$ cat src/rtl/lcd_pkg.sv
// rtl/lcd_pkg.sv - shared constants, config record and helpers for the LCD layer scheduler
package lcd_pkg;

    localparam logic [15:0] RGB_BLACK = 16'h0000;
    localparam logic [15:0] RGB_WHITE = 16'hFFFF;
    localparam logic [15:0] RGB_RED   = 16'hF800;
    localparam logic [15:0] RGB_GREEN = 16'h07E0;
    localparam logic [15:0] RGB_BLUE  = 16'h001F;

    localparam logic [2:0] CFG_ADDR_CX = 3'd0;
    localparam logic [2:0] CFG_ADDR_CY = 3'd1;
    localparam logic [2:0] CFG_ADDR_R  = 3'd2;
    localparam logic [2:0] CFG_ADDR_FG = 3'd3;
    localparam logic [2:0] CFG_ADDR_BG = 3'd4;
    localparam logic [2:0] CFG_ADDR_EN = 3'd5;

    localparam int EN_GRID   = 0;
    localparam int EN_CIRCLE = 1;
    localparam int EN_TRACE  = 2;

    localparam int PIPE_LAT = 3;

    typedef struct packed {
        logic [10:0] cx;
        logic [10:0] cy;
        logic [9:0]  r;
        logic [15:0] fg;
        logic [15:0] bg;
        logic [2:0]  en;
    } lcd_cfg_t;

    // Addresses 6 and 7 are unmapped and must not disturb the bank.
    function automatic logic cfg_addr_valid(input logic [2:0] addr);
        return addr <= CFG_ADDR_EN;
    endfunction

endpackage

$ cat src/rtl/lcd_cfg_shadow.sv
// rtl/lcd_cfg_shadow.sv - shadow/active config bank committed on the vblank rising edge
module lcd_cfg_shadow
    import lcd_pkg::*;
#(
    parameter lcd_cfg_t RST_CFG = '0
) (
    input  logic        lcd_clk,
    input  logic        sys_rst_n,
    input  logic        vblank_i,
    input  logic        cfg_wr_i,
    input  logic [2:0]  cfg_addr_i,
    input  logic [15:0] cfg_wdata_i,
    output lcd_cfg_t    act_cfg_o,
    output logic        cfg_pending_o
);

    lcd_cfg_t shadow_q, shadow_d;
    lcd_cfg_t active_q;
    logic     vblank_q;
    logic     pending_q, pending_d;
    logic     wr_valid;
    logic     commit;

    assign wr_valid = cfg_wr_i && cfg_addr_valid(cfg_addr_i);
    // Commit samples the shadow before this cycle's write lands, so a racing write stays pending.
    assign commit   = vblank_i && !vblank_q && pending_q;

    // Next shadow contents and pending flag from the write strobe and commit.
    always_comb begin
        shadow_d  = shadow_q;
        pending_d = pending_q;
        if (commit) begin
            pending_d = 1'b0;
        end
        if (cfg_wr_i) begin
            case (cfg_addr_i)
                CFG_ADDR_CX: shadow_d.cx = cfg_wdata_i[10:0];
                CFG_ADDR_CY: shadow_d.cy = cfg_wdata_i[10:0];
                CFG_ADDR_R:  shadow_d.r  = cfg_wdata_i[9:0];
                CFG_ADDR_FG: shadow_d.fg = cfg_wdata_i;
                CFG_ADDR_BG: shadow_d.bg = cfg_wdata_i;
                CFG_ADDR_EN: shadow_d.en = cfg_wdata_i[2:0];
                default:     ;
            endcase
        end
        if (wr_valid) begin
            pending_d = 1'b1;
        end
    end

    // Register bank, vblank edge history and the single-cycle shadow-to-active copy.
    always_ff @(posedge lcd_clk or negedge sys_rst_n) begin
        if (!sys_rst_n) begin
            shadow_q  <= RST_CFG;
            active_q  <= RST_CFG;
            vblank_q  <= 1'b0;
            pending_q <= 1'b0;
        end else begin
            shadow_q  <= shadow_d;
            vblank_q  <= vblank_i;
            pending_q <= pending_d;
            if (commit) begin
                active_q <= shadow_q;
            end
        end
    end

    assign act_cfg_o     = active_q;
    assign cfg_pending_o = pending_q;

endmodule

$ cat src/rtl/lcd_layer_ctrl.sv
// rtl/lcd_layer_ctrl.sv - three-stage per-pixel layer scheduler with fixed-priority mux
module lcd_layer_ctrl
    import lcd_pkg::*;
#(
    parameter logic [10:0] H_VALID = 11'd800,
    parameter logic [10:0] V_VALID = 11'd480,
    parameter logic [9:0]  DEF_R   = 10'd50,
    parameter logic [15:0] DEF_FG  = 16'hFFFF,
    parameter logic [15:0] DEF_BG  = 16'h0000
) (
    input  logic        lcd_clk,
    input  logic        sys_rst_n,
    input  logic        lcd_de,
    input  logic        vblank,
    input  logic [10:0] x,
    input  logic [10:0] y,
    input  logic        trace_hit,
    input  logic [15:0] trace_color,
    input  logic        grid_hit,
    input  logic [15:0] grid_color,
    input  logic        cfg_wr,
    input  logic [2:0]  cfg_addr,
    input  logic [15:0] cfg_wdata,
    output logic        cfg_pending,
    output logic        de_out,
    output logic [15:0] pixel
);

    localparam lcd_cfg_t RST_CFG = '{
        cx: H_VALID >> 2,
        cy: V_VALID >> 2,
        r:  DEF_R,
        fg: DEF_FG,
        bg: DEF_BG,
        en: 3'b111
    };

    lcd_cfg_t act_cfg;

    lcd_cfg_shadow #(
        .RST_CFG (RST_CFG)
    ) u_cfg_shadow (
        .lcd_clk       (lcd_clk),
        .sys_rst_n     (sys_rst_n),
        .vblank_i      (vblank),
        .cfg_wr_i      (cfg_wr),
        .cfg_addr_i    (cfg_addr),
        .cfg_wdata_i   (cfg_wdata),
        .act_cfg_o     (act_cfg),
        .cfg_pending_o (cfg_pending)
    );

    // Stage 1 state: centre offsets plus the side-band signals travelling with the pixel.
    logic signed [11:0] dx1_q, dy1_q;
    logic               de1_q, th1_q, gh1_q;
    logic [15:0]        tc1_q, gc1_q;
    // Stage 2 state: squared distance and squared radius.
    logic [23:0]        sq2_q;
    logic [19:0]        r2_2_q;
    logic               de2_q, th2_q, gh2_q;
    logic [15:0]        tc2_q, gc2_q;
    // Stage 3 state: the registered outputs.
    logic               de3_q;
    logic [15:0]        pixel_q;

    logic signed [11:0] dx_d, dy_d;
    logic signed [23:0] dx_w, dy_w;
    logic [23:0]        sq_d;
    logic [19:0]        r2_d;
    logic               in_circ;
    logic [15:0]        pixel_d;

    // Per-stage arithmetic and the priority mux feeding the output register.
    always_comb begin
        dx_d    = $signed({1'b0, x}) - $signed({1'b0, act_cfg.cx});
        dy_d    = $signed({1'b0, y}) - $signed({1'b0, act_cfg.cy});
        dx_w    = 24'(dx1_q);
        dy_w    = 24'(dy1_q);
        sq_d    = dx_w * dx_w + dy_w * dy_w;
        r2_d    = {10'd0, act_cfg.r} * {10'd0, act_cfg.r};
        in_circ = sq2_q <= {4'd0, r2_2_q};
        pixel_d = act_cfg.bg;
        if (!de2_q) begin
            pixel_d = RGB_BLACK;
        end else if (act_cfg.en[EN_TRACE] && th2_q) begin
            pixel_d = tc2_q;
        end else if (act_cfg.en[EN_CIRCLE] && in_circ) begin
            pixel_d = act_cfg.fg;
        end else if (act_cfg.en[EN_GRID] && gh2_q) begin
            pixel_d = gc2_q;
        end
    end

    // Fixed three-deep pixel pipeline; every stage advances every cycle so de may toggle freely.
    always_ff @(posedge lcd_clk or negedge sys_rst_n) begin
        if (!sys_rst_n) begin
            dx1_q   <= '0;
            dy1_q   <= '0;
            de1_q   <= 1'b0;
            th1_q   <= 1'b0;
            gh1_q   <= 1'b0;
            tc1_q   <= '0;
            gc1_q   <= '0;
            sq2_q   <= '0;
            r2_2_q  <= '0;
            de2_q   <= 1'b0;
            th2_q   <= 1'b0;
            gh2_q   <= 1'b0;
            tc2_q   <= '0;
            gc2_q   <= '0;
            de3_q   <= 1'b0;
            pixel_q <= '0;
        end else begin
            dx1_q   <= dx_d;
            dy1_q   <= dy_d;
            de1_q   <= lcd_de;
            th1_q   <= trace_hit;
            gh1_q   <= grid_hit;
            tc1_q   <= trace_color;
            gc1_q   <= grid_color;
            sq2_q   <= sq_d;
            r2_2_q  <= r2_d;
            de2_q   <= de1_q;
            th2_q   <= th1_q;
            gh2_q   <= gh1_q;
            tc2_q   <= tc1_q;
            gc2_q   <= gc1_q;
            de3_q   <= de2_q;
            pixel_q <= pixel_d;
        end
    end

    assign de_out = de3_q;
    assign pixel  = pixel_q;

endmodule

$ cat config.mk
export PLATFORM = sky130hd
export DESIGN_NAME = lcd_layer_ctrl
export DESIGN_NICKNAME = d
export VERILOG_FILES = /design/src/rtl/lcd_pkg.sv /design/src/rtl/lcd_cfg_shadow.sv /design/src/rtl/lcd_layer_ctrl.sv
export SDC_FILE = /design/constraint.sdc
export NUM_CORES = 1
export LEC_CHECK = 0
export CORE_ASPECT_RATIO = 0.6
export CORE_MARGIN = 2
export CORE_UTILIZATION = 55
export DETAILED_ROUTE_END_ITERATION = 6
export PLACE_DENSITY = 0.85
export SETUP_SLACK_MARGIN = 0.3
export SYNTH_ARGS = -nofsm -noshare
export SYNTH_HDL_FRONTEND = slang
export SYNTH_SLANG_ARGS = --single-unit
$ cat constraint.sdc
create_clock -name lcd_clk -period 6.2 [get_ports lcd_clk]
set_input_delay 1.24 -clock lcd_clk [delete_from_list [all_inputs] [get_ports lcd_clk]]
set_output_delay 1.24 -clock lcd_clk [all_outputs]
set_load 0.1 [all_outputs]
==> summary.txt, run 1 <==
status = complete, but fails checks
violated checks = setup timing
Fill cells = 2834
ratio of final minimum period to clock period = 1.01
syn_nets = 2691
Rows = 58
R2R setup slack = -80 ps
synth top area cells = fa_1 (28%), dfrtp_1 (25%), ha_1 (9.6%)
# DRC = 0
DIE AREA = 44800 µm²
Final ANT Viol Nets = 0
Setup crit end kind = flip-flop
RSZ-0062 raised after global routing = true
Worst-Margin Slew = 1160 ps
max-slew violations = 0
CP Launch Type = flip-flop
largest net degree at the start of global routing = 154
Fin. Hold Viols = 0
most numerous cell in the Yosys netlist = inv_1
Initial DRT Pass Iterations = 5
Yosys top cell by area = fa_1
Final Wtd Congestion = 0.965
number of cells produced by synthesis = 2100
area grow syn2layout = 16.3%
Crit path largest cell delay = 520 ps
vias per cell = 5.35
Clock Path Buffers = 3
vias in the first global route = 16800
Seq/Total Area, Yosys = 0.310
clock sink count = 290
gr ovfl total = 0
Starting DRT DRC Count = 1242
post-synthesis cell type count = 58
Yosys top cell area share = 0.278
Synth async-reset ratio = 1.00
CTS buffer count = 26
Post-synth top cells = inv_1 (490), fa_1 (329), dfrtp_1 (232), ha_1 (182), mux2_2 (152)
Peak Freq = 159 MHz
Clock transition at path regs = 70 ps
Crit Path Category = flip-flop to flip-flop
Port-buffer cells = 97
Avg WL per Cell = 19.6 µm
Max Cap Violations = 0
Final WS setup = -82.4 ps
Synth Cell Area = 23700 µm²
Slew HR = 0.225
Final HPWL DP = 44600 µm
CTS tree = done
io pins = 98
first-pass GRT wire length = 90600 µm
Hold Path Class = flip-flop to flip-flop
Tmin final = 6280 ps
global-route usage over all layers = 0.262
H-Tree Depth = 1
share of post-route cells with drive strength above 1 = 0.219
Die Height = 165 µm
critical path required time = 6670 ps
Avg Inst Size Synth = 11.3 µm²
Synth Flop Type = dfrtp_1
via count = 15500
WL final = 56800 µm
#FFs+latches synth = 290
hold-fix buffer count after cts = 0
clk_skew = 17.1 ps
Setup Viol. Count Final = 3
worst skew pair latency = 560 ps
Core Box Area = 42200 µm²
Arrival @ worst endpoint = 6750 ps
Slowest-stage cell, CP = fa_2
CTS Root Cell = clkbuf_16
EDFF count, synth = 0
Starting Density = 0.561
initial antenna violation count = 5
CP Max Fanout = 3
synth warn = 0
nets = 2893
final setup TNS = -121 ps
Die Wd = 272 µm
through the flow:
stage               area [µm²]   util  cells  hold WS, ps  setup slack, ps
global route             27500  0.653   2896          353             -251
floorplan                23800      -   2100          331              263
CTS                      27200  0.646   2877          350             20.2
global placement         26100  0.618   2817          331             -110
finish                   27500  0.653   2896          347            -82.4
detailed placement       26100  0.618   2817          335             -199
area by class of cell:
class | count | area, µm² | area share
Tap cell | 570 | 713 | 0.0259
Timing Repair Buffer | 228 | 2070 | 0.0752
Inverter | 490 | 1840 | 0.0668
Antenna cell | 4 | 10.0 | 0.000364
Clock inverter | 9 | 113 | 0.00409
Clock buffer | 39 | 749 | 0.0272
Multi-Input combinational cell | 1266 | 14700 | 0.533
Sequential cell | 290 | 7350 | 0.267
critical path: cells and delay by family, from the launching register on:
| kind | cells | cell delay, ps |
|---|---|---|
| XOR/XNOR | 1 | 150 |
| flip-flops | 1 | 450 |
| AO/OA/AOI/OAI | 7 | 1190 |
| buffers and inverters | 8 | 540 |
| AND/OR/NAND/NOR | 1 | 130 |
| adder cells (fa/ha/maj) | 8 | 3720 |
cell families after synthesis:
family	share of synthesized area
XOR/XNOR	0.0259
adder cells (fa/ha/maj)	0.375
flip-flops	0.310
AO/OA/AOI/OAI	0.0449
multiplexers	0.0819
AND/OR/NAND/NOR	0.0762
buffers and inverters	0.0868
cells in the final DEF (no fill, tap or decap), types with 14 or more instances in the layout:
master,n
mux2_2,152
and2_1,76
clkdlybuf4s50_1,96
fa_1,316
ha_1,174
dfrtp_1,212
nand2b_1,14
nor2b_1,26
inv_2,21
nor3_1,19
dfstp_2,58
clkbuf_16,26
dfrtp_2,20
nand2_1,115
xnor2_1,53
a22o_1,17
buf_4,118
o21ai_0,25
inv_1,469
a21o_1,14
nor2_1,52
a21oi_1,20
xor2_1,17
state kept, by name, summed over array words and instances, names as in the netlist:
name                        cells
r2_2_q                         19
u_cfg_shadow.vblank_q           1
de1_q                           1
gh2_q                           1
dx1_q                          12
de2_q                           1
de_out                          1
th1_q                           1
gc2_q                          16
dy1_q                          12
th2_q                           1
tc1_q                          16
sq2_q                          24
u_cfg_shadow.cfg_pending_o      1
pixel                          16
gc1_q                          16
u_cfg_shadow.shadow_q          67
u_cfg_shadow.act_cfg_o         67
gh1_q                           1
tc2_q                          16
repair_timing:
action	in CTS	in global routing
endpoints found under the setup margin	11	15
resized for setup	56	54
pin swaps	35	23
setup buffers	12	15
per-layer routing:
metal | vias to the layer above | share of wire | track usage
met5 | - | 0 | 0
met4 | 0 | 0.030 | 0.0792
met3 | 113 | 0.073 | 0.0532
met2 | 534 | 0.46 | 0.409
met1 | 7953 | 0.44 | 0.375
li1 | 6897 | - | -
worst paths after layout:
path,start,end,depth (start not counted)
max,dx1_q[8],sq2_q[23],25
min,th1_q,th2_q,0
max reg2reg,dx1_q[8],sq2_q[23],25
min reg2reg,th1_q,th2_q,0
max in group asynchronous,sys_rst_n,dy1_q[4],2
min in group asynchronous,sys_rst_n,u_cfg_shadow.shadow_q[17],1
Power of run 1 is not shown: default switching activity piles up to over one toggle a cycle in this logic, so the estimate is an artifact.
==> run 2, diff against run 1 <==
- CAP_MARGIN: unset -> 20
- PLACE_DENSITY: 0.85 -> 0.76
==> run 2 against run 1 <==
The run still ends with setup timing left. Via count fell by 1.7%. Worst hold slack got worse by 5.9 ps. Global-route usage fell by 0.31 points. Utilization fell by 0.55 points. Routed wire length fell by 2.8%. Critical path depth fell by 1. Register-to-register slack improved by 30 ps. Clock skew rose by 4.5 ps. Cell count fell by 0.55%. First-iteration DRC count fell by 7.6%. Sequential share of layout area rose by 0.22 points. Die area did not move.
==> summary.txt, run 2 (synthesis results as in run 1) <==
Final WS setup = -54.6 ps (+27.8 ps)
Starting Density = 0.561 (unchanged)
Tmin final = 6250 ps (-27.8 ps)
Setup Viol. Count Final = 2 (-1)
CP Max Fanout = 3 (unchanged)
WL met3 = 4310 µm (+3.5%)
critical path, cell by cell = inv_2, nor2_4, inv_2, fa_1, inv_2, fa_1, inv_2, fa_2, inv_2, fa_1, fa_1, fa_1, inv_1, fa_1, inv_2, ha_4, o21ai_4, a21oi_2, a211oi_2, a31o_2, a21oi_4, a211o_1, a21oi_2, xnor2_1
hold-fix buffer count after cts = 0 (unchanged)
via count = 15200 (-1.7%)
Slowest-stage cell, CP = fa_2
nets = 2879 (-0.48%)
CP Launch Type = flip-flop
H-Tree Depth = 1 (unchanged)
Port-buffer cells = 97 (unchanged)
Final HPWL DP = 44600 µm (about the same)
Rows = 58 (unchanged)
status = complete, but fails checks
Top Layer Used = met4
Arrival @ worst endpoint = 6710 ps (-40 ps)
Crit Path Category = flip-flop to flip-flop
most frequent cells in the layout = inv_1 (478), fa_1 (321), dfrtp_1 (214)
post-layout util = 0.647 (-0.00552)
CTS tree = done
CTS buffer count = 25 (-3.8%)
violated checks = setup timing
Final ANT Viol Nets = 0 (unchanged)
most common cell after layout, fill and taps aside = inv_1
io pins = 98 (unchanged)
dpl cell area = 26000 µm² (about the same)
Hold Path Class = flip-flop to flip-flop
DRT met1 WL = 26100 µm (+4.7%)
vias in the first global route = 16700 (-0.45%)
Crit path largest cell delay = 560 ps (+40 ps)
gr ovfl total = 0 (unchanged)
first-pass GRT wire length = 89100 µm (-1.6%)
vias per cell = 5.29 (-1.2%)
DIE AREA = 44800 µm² (unchanged)
Avg WL per Cell = 19.2 µm (-2.2%)
max-slew violations = 0 (unchanged)
CTS Root Cell = clkbuf_16
Clock transition at path regs = 80 ps (about the same)
WL final = 55200 µm (-2.8%)
Die Height = 165 µm (unchanged)
clock sink count = 290 (unchanged)
Met2 Wirelength = 23700 µm (-8.7%)
Fin. Hold Viols = 0 (unchanged)
Starting DRT DRC Count = 1148 (-7.6%)
largest net degree at the start of global routing = 201 (+31%)
clk_skew = 21.6 ps (+4.52 ps)
global-route usage over all layers = 0.259 (-0.00314)
Setup crit end kind = flip-flop
area grow syn2layout = 15.3%
Final Wtd Congestion = 0.939 (-2.7%)
Peak Freq = 160 MHz (+0.44%)
Initial DRT Pass Iterations = 5 (unchanged)
Worst-Margin Slew = 1040 ps (-123 ps)
worst skew pair latency = 560 ps (about the same)
Clock Path Buffers = 3 (unchanged)
share of post-route cells with drive strength above 1 = 0.206 (-0.0133)
Die Wd = 272 µm (unchanged)
dpl ws = -235 ps (-35.7 ps)
Slew HR = 0.309 (+0.0839)
critical path required time = 6660 ps (about the same)
Max Cap Violations = 0 (unchanged)
# DRC = 0 (unchanged)
post-route cell area = 27300 µm² (-0.85%)
initial antenna violation count = 2 (-3)
Core Box Area = 42200 µm² (unchanged)
Fill cells = 3110 (+9.7%)
ratio of final minimum period to clock period = 1.01 (-0.00448)
RSZ-0062 raised after global routing = true
run 2: cell type report:
class                      count  area [µm²]  area share
multi-input combinational   1266       14600       0.537
clock buffer                  36         707      0.0259
timing repair buffer         215        1920      0.0705
clock inverter                10         105     0.00385
sequential                   290        7350       0.269
antenna                        3        7.51    0.000275
tap                          570         713      0.0261
inverter                     490        1840      0.0674
run 2: routing by layer:
metal | vias to the layer above | GRT usage
li1 | 6853 | -
met2 | 464 | 0.386
met1 | 7849 | 0.390
met4 | 0 | 0.0547
met5 | - | 0
met3 | 62 | 0.0590
run 2: final timing paths:
check | startpoint | slack, ps | end | cells past startpoint
max | dx1_q[8] | -50 | sq2_q[23] | 24
min | gc1_q[10] | 340 | gc2_q[10] | 0
max reg2reg | dx1_q[8] | -50 | sq2_q[23] | 24
min reg2reg | gc1_q[10] | 340 | gc2_q[10] | 0
max in group asynchronous | sys_rst_n | 3960 | dx1_q[11] | 2
min in group asynchronous | sys_rst_n | 730 | r2_2_q[2] | 1
run 2: worst max-delay path: cells and delay by family (launching register included):
kind	cells	cell delay (ps)
adders and majority gates	8	3780
and+or+nand+nor	1	130
xor gates and xnor gates	1	150
AOI/OAI and AO/OA	7	1310
DFF	1	410
buffers and inverters	7	360
run 2: per-stage QoR:
stage | hold slack (ps) | instances | TNS (ps)
6_report | 341 | 2880 | -72.2
5_1_grt | 356 | 2878 | -856
4_1_cts | 345 | 2873 | 0
3_5_place_dp | 335 | 2816 | -594
3_3_place_gp | 331 | 2816 | -177
2_1_floorplan | 331 | 2100 | 0
run 2: what timing repair did:
action	CTS	global route
setup endpoints to repair	10	12
pin swaps	11	20
setup buffers	11	4
resized for setup	62	25
Power of run 2 is left out for the same reason.
